--- config.mk ---
export PLATFORM = sky130hd
export DESIGN_NAME = alu_exec_unit_flat
export DESIGN_NICKNAME = d
export VERILOG_FILES = /design/src/rtl/alu_exec_pkg.sv /design/src/rtl/alu_exec_unit_if.sv /design/src/rtl/alu_shift_iter.sv /design/src/rtl/alu_exec_unit.sv /design/src/flat_wrapper.sv
export SDC_FILE = /design/constraint.sdc
export NUM_CORES = 1
export LEC_CHECK = 0
export BUFFER_PORTS_ARGS = -buffer_cell sky130_fd_sc_hd__buf_2
export CAP_MARGIN = 20
export CORE_UTILIZATION = 66
export CTS_BUF_LIST = sky130_fd_sc_hd__clkbuf_16
export DETAILED_ROUTE_END_ITERATION = 12
export PLACE_DENSITY = 0.94
export RECOVER_POWER = 25
export REMOVE_ABC_BUFFERS = 1
export SETUP_SLACK_MARGIN = 0.02
export SLEW_MARGIN = 20
export SYNTH_ARGS = -nofsm -noshare
export SYNTH_HDL_FRONTEND = slang
export SYNTH_HIERARCHICAL = 1
export SYNTH_SLANG_ARGS = --single-unit
--- constraint.sdc ---
create_clock -name clk -period 3.9 [get_ports clk]
set_input_delay 0.78 -clock clk [delete_from_list [all_inputs] [get_ports clk]]
set_output_delay 0.78 -clock clk [all_outputs]
set_load 0.1 [all_outputs]
--- src/rtl/alu_exec_pkg.sv ---
// Shared types for the EX-stage execute unit: operation codes, FSM states, helpers.
// The ALU controller imports alu_op_t from here so both sides agree on the encoding.
package alu_exec_pkg;

  localparam int DATA_WIDTH_DEF  = 32;
  localparam int SHAMT_WIDTH_DEF = 5;

  typedef enum logic [3:0] {
    ALU_ADD   = 4'b0000,
    ALU_SUB   = 4'b0001,
    ALU_AND   = 4'b0010,
    ALU_OR    = 4'b0011,
    ALU_XOR   = 4'b0100,
    ALU_SLL   = 4'b0101,
    ALU_SRL   = 4'b0110,
    ALU_SRA   = 4'b0111,
    ALU_SLT   = 4'b1000,
    ALU_RSV9  = 4'b1001,
    ALU_RSVA  = 4'b1010,
    ALU_BEQ   = 4'b1011,
    ALU_BNE   = 4'b1100,
    ALU_BLT   = 4'b1101,
    ALU_BGE   = 4'b1110,
    ALU_PASSB = 4'b1111
  } alu_op_t;

  typedef enum logic [1:0] {
    ST_IDLE  = 2'b00,
    ST_SHIFT = 2'b01,
    ST_DONE  = 2'b10
  } exec_state_t;

  function automatic logic is_shift(alu_op_t op);
    return (op == ALU_SLL) || (op == ALU_SRL) || (op == ALU_SRA);
  endfunction

endpackage

--- src/rtl/alu_exec_unit_if.sv ---
// Valid/ready operand and result bus between ID/EX, the execute unit and EX/MEM.
// master drives operands and accepts results; slave is the execute unit.
interface alu_exec_unit_if #(
  parameter int DATA_WIDTH = 32
);

  logic                  in_valid;
  logic                  in_ready;
  logic [3:0]            Operation;
  logic [DATA_WIDTH-1:0] SrcA;
  logic [DATA_WIDTH-1:0] SrcB;
  logic                  out_valid;
  logic                  out_ready;
  logic [DATA_WIDTH-1:0] ALUResult;
  logic                  BranchTaken;
  logic                  IllegalOp;

  modport master (
    output in_valid, Operation, SrcA, SrcB, out_ready,
    input  in_ready, out_valid, ALUResult, BranchTaken, IllegalOp
  );

  modport slave (
    input  in_valid, Operation, SrcA, SrcB, out_ready,
    output in_ready, out_valid, ALUResult, BranchTaken, IllegalOp
  );

endinterface

--- src/rtl/alu_shift_iter.sv ---
// One-bit-per-cycle shifter: loads operand and amount, shifts while the counter is non-zero.
// result is the value after this cycle's shift; done flags the final step.
module alu_shift_iter
  import alu_exec_pkg::*;
#(
  parameter int DATA_WIDTH  = DATA_WIDTH_DEF,
  parameter int SHAMT_WIDTH = SHAMT_WIDTH_DEF
) (
  input  logic                   clk,
  input  logic                   reset,
  input  logic                   load,
  input  alu_op_t                op,
  input  logic [DATA_WIDTH-1:0]  data,
  input  logic [SHAMT_WIDTH-1:0] shamt,
  output logic                   busy,
  output logic                   done,
  output logic [DATA_WIDTH-1:0]  result
);

  logic [DATA_WIDTH-1:0]  shreg_reg;
  logic [SHAMT_WIDTH-1:0] count_reg;
  alu_op_t                op_reg;
  logic                   fill;

  always_comb begin
    fill   = (op_reg == ALU_SRA) ? shreg_reg[DATA_WIDTH-1] : 1'b0;
    result = {fill, shreg_reg[DATA_WIDTH-1:1]};
    if (op_reg == ALU_SLL) begin
      result = {shreg_reg[DATA_WIDTH-2:0], 1'b0};
    end
  end

  assign busy = (count_reg != '0);
  assign done = (count_reg == SHAMT_WIDTH'(1));

  always_ff @(posedge clk or negedge reset) begin
    if (!reset) begin
      shreg_reg <= '0;
      count_reg <= '0;
      op_reg    <= ALU_SLL;
    end else if (load) begin
      shreg_reg <= data;
      count_reg <= shamt;
      op_reg    <= op;
    end else if (busy) begin
      shreg_reg <= result;
      count_reg <= count_reg - SHAMT_WIDTH'(1);
    end
  end

endmodule

--- src/rtl/alu_exec_unit.sv ---
// EX-stage execute unit with valid/ready on both sides; shifts are iterative unless
// ALU_BARREL_SHIFT_EN is defined, which selects a single-cycle barrel shifter.
module alu_exec_unit
  import alu_exec_pkg::*;
#(
  parameter int DATA_WIDTH  = DATA_WIDTH_DEF,
  parameter int SHAMT_WIDTH = SHAMT_WIDTH_DEF
) (
  input  logic           clk,
  input  logic           reset,
  alu_exec_unit_if.slave bus
);

  exec_state_t           state_reg, state_next;
  logic [DATA_WIDTH-1:0] result_reg, result_next;
  logic                  branch_reg, branch_next;
  logic                  illegal_reg, illegal_next;

  alu_op_t                op;
  logic [SHAMT_WIDTH-1:0] shamt;
  logic                   signed_lt;
  logic [DATA_WIDTH-1:0]  calc_result;
  logic                   calc_branch;
  logic                   calc_illegal;

  assign op        = alu_op_t'(bus.Operation);
  assign shamt     = bus.SrcB[SHAMT_WIDTH-1:0];
  assign signed_lt = ($signed(bus.SrcA) < $signed(bus.SrcB));

  // Single-cycle datapath; the iterative build only uses the shift rows for shamt = 0.
  always_comb begin
    calc_result  = '0;
    calc_branch  = 1'b0;
    calc_illegal = 1'b0;
    case (op)
      ALU_ADD:   calc_result = bus.SrcA + bus.SrcB;
      ALU_SUB:   calc_result = bus.SrcA - bus.SrcB;
      ALU_AND:   calc_result = bus.SrcA & bus.SrcB;
      ALU_OR:    calc_result = bus.SrcA | bus.SrcB;
      ALU_XOR:   calc_result = bus.SrcA ^ bus.SrcB;
`ifdef ALU_BARREL_SHIFT_EN
      ALU_SLL:   calc_result = bus.SrcA << shamt;
      ALU_SRL:   calc_result = bus.SrcA >> shamt;
      ALU_SRA:   calc_result = DATA_WIDTH'($signed(bus.SrcA) >>> shamt);
`else
      ALU_SLL, ALU_SRL, ALU_SRA: calc_result = bus.SrcA;
`endif
      ALU_SLT:   calc_result = {{(DATA_WIDTH-1){1'b0}}, signed_lt};
      ALU_BEQ:   calc_branch = (bus.SrcA == bus.SrcB);
      ALU_BNE:   calc_branch = (bus.SrcA != bus.SrcB);
      ALU_BLT:   calc_branch = signed_lt;
      ALU_BGE:   calc_branch = !signed_lt;
      ALU_PASSB: calc_result = bus.SrcB;
      default:   calc_illegal = 1'b1;
    endcase
  end

`ifndef ALU_BARREL_SHIFT_EN
  logic                  shift_load;
  logic                  shift_busy;
  logic                  shift_done;
  logic [DATA_WIDTH-1:0] shift_result;

  alu_shift_iter #(
    .DATA_WIDTH  (DATA_WIDTH),
    .SHAMT_WIDTH (SHAMT_WIDTH)
  ) u_shift (
    .clk    (clk),
    .reset  (reset),
    .load   (shift_load),
    .op     (op),
    .data   (bus.SrcA),
    .shamt  (shamt),
    .busy   (shift_busy),
    .done   (shift_done),
    .result (shift_result)
  );
`endif

  always_comb begin
    state_next   = state_reg;
    result_next  = result_reg;
    branch_next  = branch_reg;
    illegal_next = illegal_reg;
`ifndef ALU_BARREL_SHIFT_EN
    shift_load   = 1'b0;
`endif
    case (state_reg)
      ST_IDLE: begin
        if (bus.in_valid) begin
`ifndef ALU_BARREL_SHIFT_EN
          if (is_shift(op) && (shamt != '0)) begin
            shift_load   = 1'b1;
            branch_next  = 1'b0;
            illegal_next = 1'b0;
            state_next   = ST_SHIFT;
          end else
`endif
          begin
            result_next  = calc_result;
            branch_next  = calc_branch;
            illegal_next = calc_illegal;
            state_next   = ST_DONE;
          end
        end
      end
      ST_SHIFT: begin
`ifndef ALU_BARREL_SHIFT_EN
        if (shift_done) begin
          result_next = shift_result;
          state_next  = ST_DONE;
        end else if (!shift_busy) begin
          state_next = ST_IDLE;
        end
`else
        state_next = ST_IDLE;
`endif
      end
      ST_DONE: begin
        if (bus.out_ready) begin
          state_next = ST_IDLE;
        end
      end
      default: state_next = ST_IDLE;
    endcase
  end

  always_ff @(posedge clk or negedge reset) begin
    if (!reset) begin
      state_reg   <= ST_IDLE;
      result_reg  <= '0;
      branch_reg  <= 1'b0;
      illegal_reg <= 1'b0;
    end else begin
      state_reg   <= state_next;
      result_reg  <= result_next;
      branch_reg  <= branch_next;
      illegal_reg <= illegal_next;
    end
  end

  assign bus.in_ready    = (state_reg == ST_IDLE);
  assign bus.out_valid   = (state_reg == ST_DONE);
  assign bus.ALUResult   = result_reg;
  assign bus.BranchTaken = branch_reg;
  assign bus.IllegalOp   = illegal_reg;

endmodule

--- src/flat_wrapper.sv ---
// flat-port wrapper written by rule: the top's interface ports become plain ports
module alu_exec_unit_flat import alu_exec_pkg::*;
#(
  parameter int DATA_WIDTH  = DATA_WIDTH_DEF,
  parameter int SHAMT_WIDTH = SHAMT_WIDTH_DEF
)
  (clk, reset, bus_in_valid, bus_Operation, bus_SrcA, bus_SrcB, bus_out_ready, bus_in_ready, bus_out_valid, bus_ALUResult, bus_BranchTaken, bus_IllegalOp);
  alu_exec_unit_if #(.DATA_WIDTH(DATA_WIDTH)) bus_i ();
  input  logic clk;
  input  logic reset;
  input wire logic [$bits(bus_i.in_valid)-1:0] bus_in_valid;
  input wire logic [$bits(bus_i.Operation)-1:0] bus_Operation;
  input wire logic [$bits(bus_i.SrcA)-1:0] bus_SrcA;
  input wire logic [$bits(bus_i.SrcB)-1:0] bus_SrcB;
  input wire logic [$bits(bus_i.out_ready)-1:0] bus_out_ready;
  output wire logic [$bits(bus_i.in_ready)-1:0] bus_in_ready;
  output wire logic [$bits(bus_i.out_valid)-1:0] bus_out_valid;
  output wire logic [$bits(bus_i.ALUResult)-1:0] bus_ALUResult;
  output wire logic [$bits(bus_i.BranchTaken)-1:0] bus_BranchTaken;
  output wire logic [$bits(bus_i.IllegalOp)-1:0] bus_IllegalOp;
  assign bus_i.in_valid = bus_in_valid;
  assign bus_i.Operation = bus_Operation;
  assign bus_i.SrcA = bus_SrcA;
  assign bus_i.SrcB = bus_SrcB;
  assign bus_i.out_ready = bus_out_ready;
  assign bus_in_ready = bus_i.in_ready;
  assign bus_out_valid = bus_i.out_valid;
  assign bus_ALUResult = bus_i.ALUResult;
  assign bus_BranchTaken = bus_i.BranchTaken;
  assign bus_IllegalOp = bus_i.IllegalOp;
  alu_exec_unit #(.DATA_WIDTH(DATA_WIDTH), .SHAMT_WIDTH(SHAMT_WIDTH)) u_core (.clk(clk), .reset(reset), .bus(bus_i));
endmodule
==> out/summary.md <==
For the global-route usage over all layers, the log shows 0.4624. The number of failing hold endpoints at the final stage was 0. Leaving out fill and tap cells, the most frequent cell in the layout is a21oi_1. The number of synthesized flops with an enable pin works out to 0. The tree is rooted in a clkbuf_16.

The routed via count was 11.25k; the maximum level of the CTS H-tree was 3. The element type at the critical path start is a primary input. For this run, the top clock speed supported by timing is 0.2884 GHz. The post-synthesis to final-layout area growth was 10.93%. In the routed design, unresolved DRC markers number 0. In this run the static leakage power is 5.191 nW. The logs give 7 for the detailed-routing iteration count for the pre-antenna-repair pass and 350 ps for the clock network latency to the later pin of the worst-skew pair. The count of buffers inserted at the top-level ports works out to 107.

The library cells used most frequently in the layout, excluding fill and tap cells, are a21oi_1 (136), nor2_1 (123), ha_1 (116). The fraction of final layout cells sized beyond drive strength 1 was 0.1756. The classification of the worst setup path was primary input to register. The max-capacitance violation count is 1, and the largest incremental delay on the critical path is 470 ps.

Wires add up to 37020 microns. For the die area, the log shows 15880 sq um. STA classifies the critical path endpoint as a register.

The final number of max-transition violations was 78; the post-CTS clock slew at the launch and capture registers of the worst setup and hold paths was 70 ps. The starting utilization of the core area is 0.6882. TritonCTS built the clock tree. The layout has 1069 filler cells. Gate count after technology mapping: 1306.

Walking the worst path, the cells encountered are buf_2 -> inv_1 -> ha_1 -> a211oi_1 -> o21bai_1 -> o211ai_1 -> a211o_1 -> and4bb_1 -> nor4_1 -> a2111oi_0 -> mux2i_1 -> a21oi_1. The register area share after synthesis is 0.1900. Worst hold margin: 476.0 ps. The global-route wire length before repair was 57370 microns; the global placer's final weighted congestion was 1.015. The share of flip-flops with an asynchronous set or reset after synthesis is 1.000, and the share of the core filled with cells in the final layout is 0.7634. Post-CTS repair changed the size of 0 cells. The tools report the maximum number of pins on one net before global-route repair as 78.

Classification of the worst-slack hold path: register to register. In this run the remaining antenna-violating nets after routing total 0. For the pin with the worst max-slew slack, the measured transition is 2143 ps. The logs give 44 for the count of standard-cell rows and 10.79k for the via count of the first global-routing pass. The count of clock tree sinks came out at 77. The largest individual stage delay along the critical path comes from the cell a2111oi_0.

The count of cells in the finished layout, fillers not included, comes to 1586. For the count of hold-fix buffers inserted at cts, the log shows 0. Clock tree synthesis inserted a total of 9 buffers. The die is 126.0 microns wide. In this run the power density over the cells is 590.5 nW/um^2.

In this run the post-CTS setup repair buffer count came out at 0. The initial DRC count is 1589. For the finished layout, the period the worst path requires is 3468 ps. The vias per cell was 7.095. Once routing completed, OpenROAD measured the worst setup slack at 432.3 ps. The number of nets in the layout came out at 1586. The die is 126.0 microns tall. 108 I/O pins were placed. The wire-length estimate of the detail-placed layout is 26990 microns. Setup violations remaining at the end of the flow were counted as 0. Data on the critical path arrives at its endpoint at 3690 ps. The maximum fanout encountered on the critical timing path is 6, and the number of antenna violations at the first check in global routing is 0.

The cell area after synthesis came out at 10150 sq um. Before CTS, the worst setup slack after placement is 157.7 ps. The run gives 2 as the maximum root-to-sink buffer count. The setup skew after layout was 6.331 ps. In this run, distinct cell masters in the synthesized netlist total 85.

In the synthesized netlist the dominant register cell turns out to be dfrtp_1. The final reports fail on capacitance limit, slew limit. The tools report the required time of the critical path as 4120 ps. The warning count from the yosys run is 6, and the final period utilization is 0.8892.

The global-route congestion overflow total was 0; the core region area was 14750 sq um. The number of flip-flops and latches in the synthesized netlist was 77. The average wire per cell in the routed design came out at 23.34 microns. The per-instance average area after synthesis came out at 7.774 sq um.

The highest ir drop seen on vdd was 0.5827 mV. For the overall power of the completed layout, the log shows 6.651 mW. Setup repair after global routing left no endpoint under its margin.

The placed instance count is 1569. The run finished, with violations left. The headroom to the max-slew limit came out at -0.4286.
==> cell families after synthesis <==
| group | share of synthesized area |
|---|---|
| adder cells (fa/ha/maj) | 0.1469 |
| multiplexers | 0.07086 |
| AO/OA/AOI/OAI | 0.3165 |
| AND/OR/NAND/NOR | 0.1793 |
| XOR/XNOR | 0.01208 |
| buffers and inverters | 0.08441 |
| flip-flops | 0.1900 |
==> where the power goes <==
| group | total, mW | leakage (nW) | switching (mW) | internal [mW] |
|---|---|---|---|---|
| combinational | 4.10 | 4.11 | 2.87 | 1.23 |
| sequential | 1.53 | 0.915 | 0.338 | 1.19 |
| clock | 1.02 | 0.162 | 0.388 | 0.630 |
==> final timing paths <==
kind | start | to | cells past startpoint | slack, ps
setup / recovery | bus_SrcA[1] | u_core/bus.ALUResult[31] | 12 | 430
hold / removal | u_core/bus.ALUResult[8] | u_core/bus.ALUResult[8] | 2 | 480
setup reg to reg | u_core/u_shift/count_reg[1] | u_core/bus.ALUResult[20] | 9 | 1170
hold reg to reg | u_core/bus.ALUResult[8] | u_core/bus.ALUResult[8] | 2 | 480
max in group asynchronous | reset | u_core/u_shift/shreg_reg[26] | 1 | 1580
min in group asynchronous | reset | u_core/u_shift/shreg_reg[11] | 1 | 1050
==> routing by layer <==
layer	track usage	part of all wire	up-vias
met5	0	0	-
met4	0.2799	0.061	0
met3	0.09601	0.12	198
met2	0.7140	0.43	897
met1	0.5946	0.39	5191
li1	-	-	4967
==> cell usage after synthesis, types with 8 or more instances <==
master      n  area, sq um
nand2b_1   14        87.58
a211oi_1   12        90.09
o31a_1     31        271.5
and3_1      8        50.05
dfrtp_1    75         1877
o21ai_0    86        430.4
nand2_1    74        277.8
nor3_1     31        155.2
o21bai_1   19        142.6
a31oi_1    19        118.9
mux2i_1    22        220.2
xnor2_1    14        122.6
clkbuf_1   52        195.2
o31ai_1    23        172.7
inv_1     105        394.1
a221oi_1   27        236.5
a21oi_1   137        685.7
a22oi_1    17        127.6
nor2b_1    37        231.5
nand3_1    26        130.1
a21o_1     10        75.07
o22ai_1    10        62.56
nor4_1     10        62.56
buf_2       8        40.04
ha_1      116         1451
mux2_4     28        420.4
nor2_1    125        469.2
o211ai_1   15        112.6
o221ai_1   10        87.58
==> cell type report <==
cell class	count	area (sq um)	share of cell area
multi-input cells	1039	7403	0.6573
flip-flops and latches	77	1929	0.1713
repair buffers	162	948.4	0.08420
inverters	107	401.6	0.03566
well taps	184	230.2	0.02044
clock buffers	9	225.2	0.02000
clock inverters	7	122.6	0.01089
diodes	1	2.502	0.0002222
==> through the flow <==
step / cell area [sq um] / setup TNS [ps]
final: 11260 / 0
after global placement: 10920 / 0
after floorplan: 9698 / -155660
after detailed placement: 10920 / 0
after global routing: 11260 / 0
after CTS: 11260 / 0
==> critical path: cells and delay by family <==
kind                     cells  cell delay, ps
AO/OA/AOI/OAI                6            1610
adder cells (fa/ha/maj)      1             390
AND/OR/NAND/NOR              2             380
buffers and inverters        2             280
multiplexers                 1             250
(Power assumes the default switching activity.)
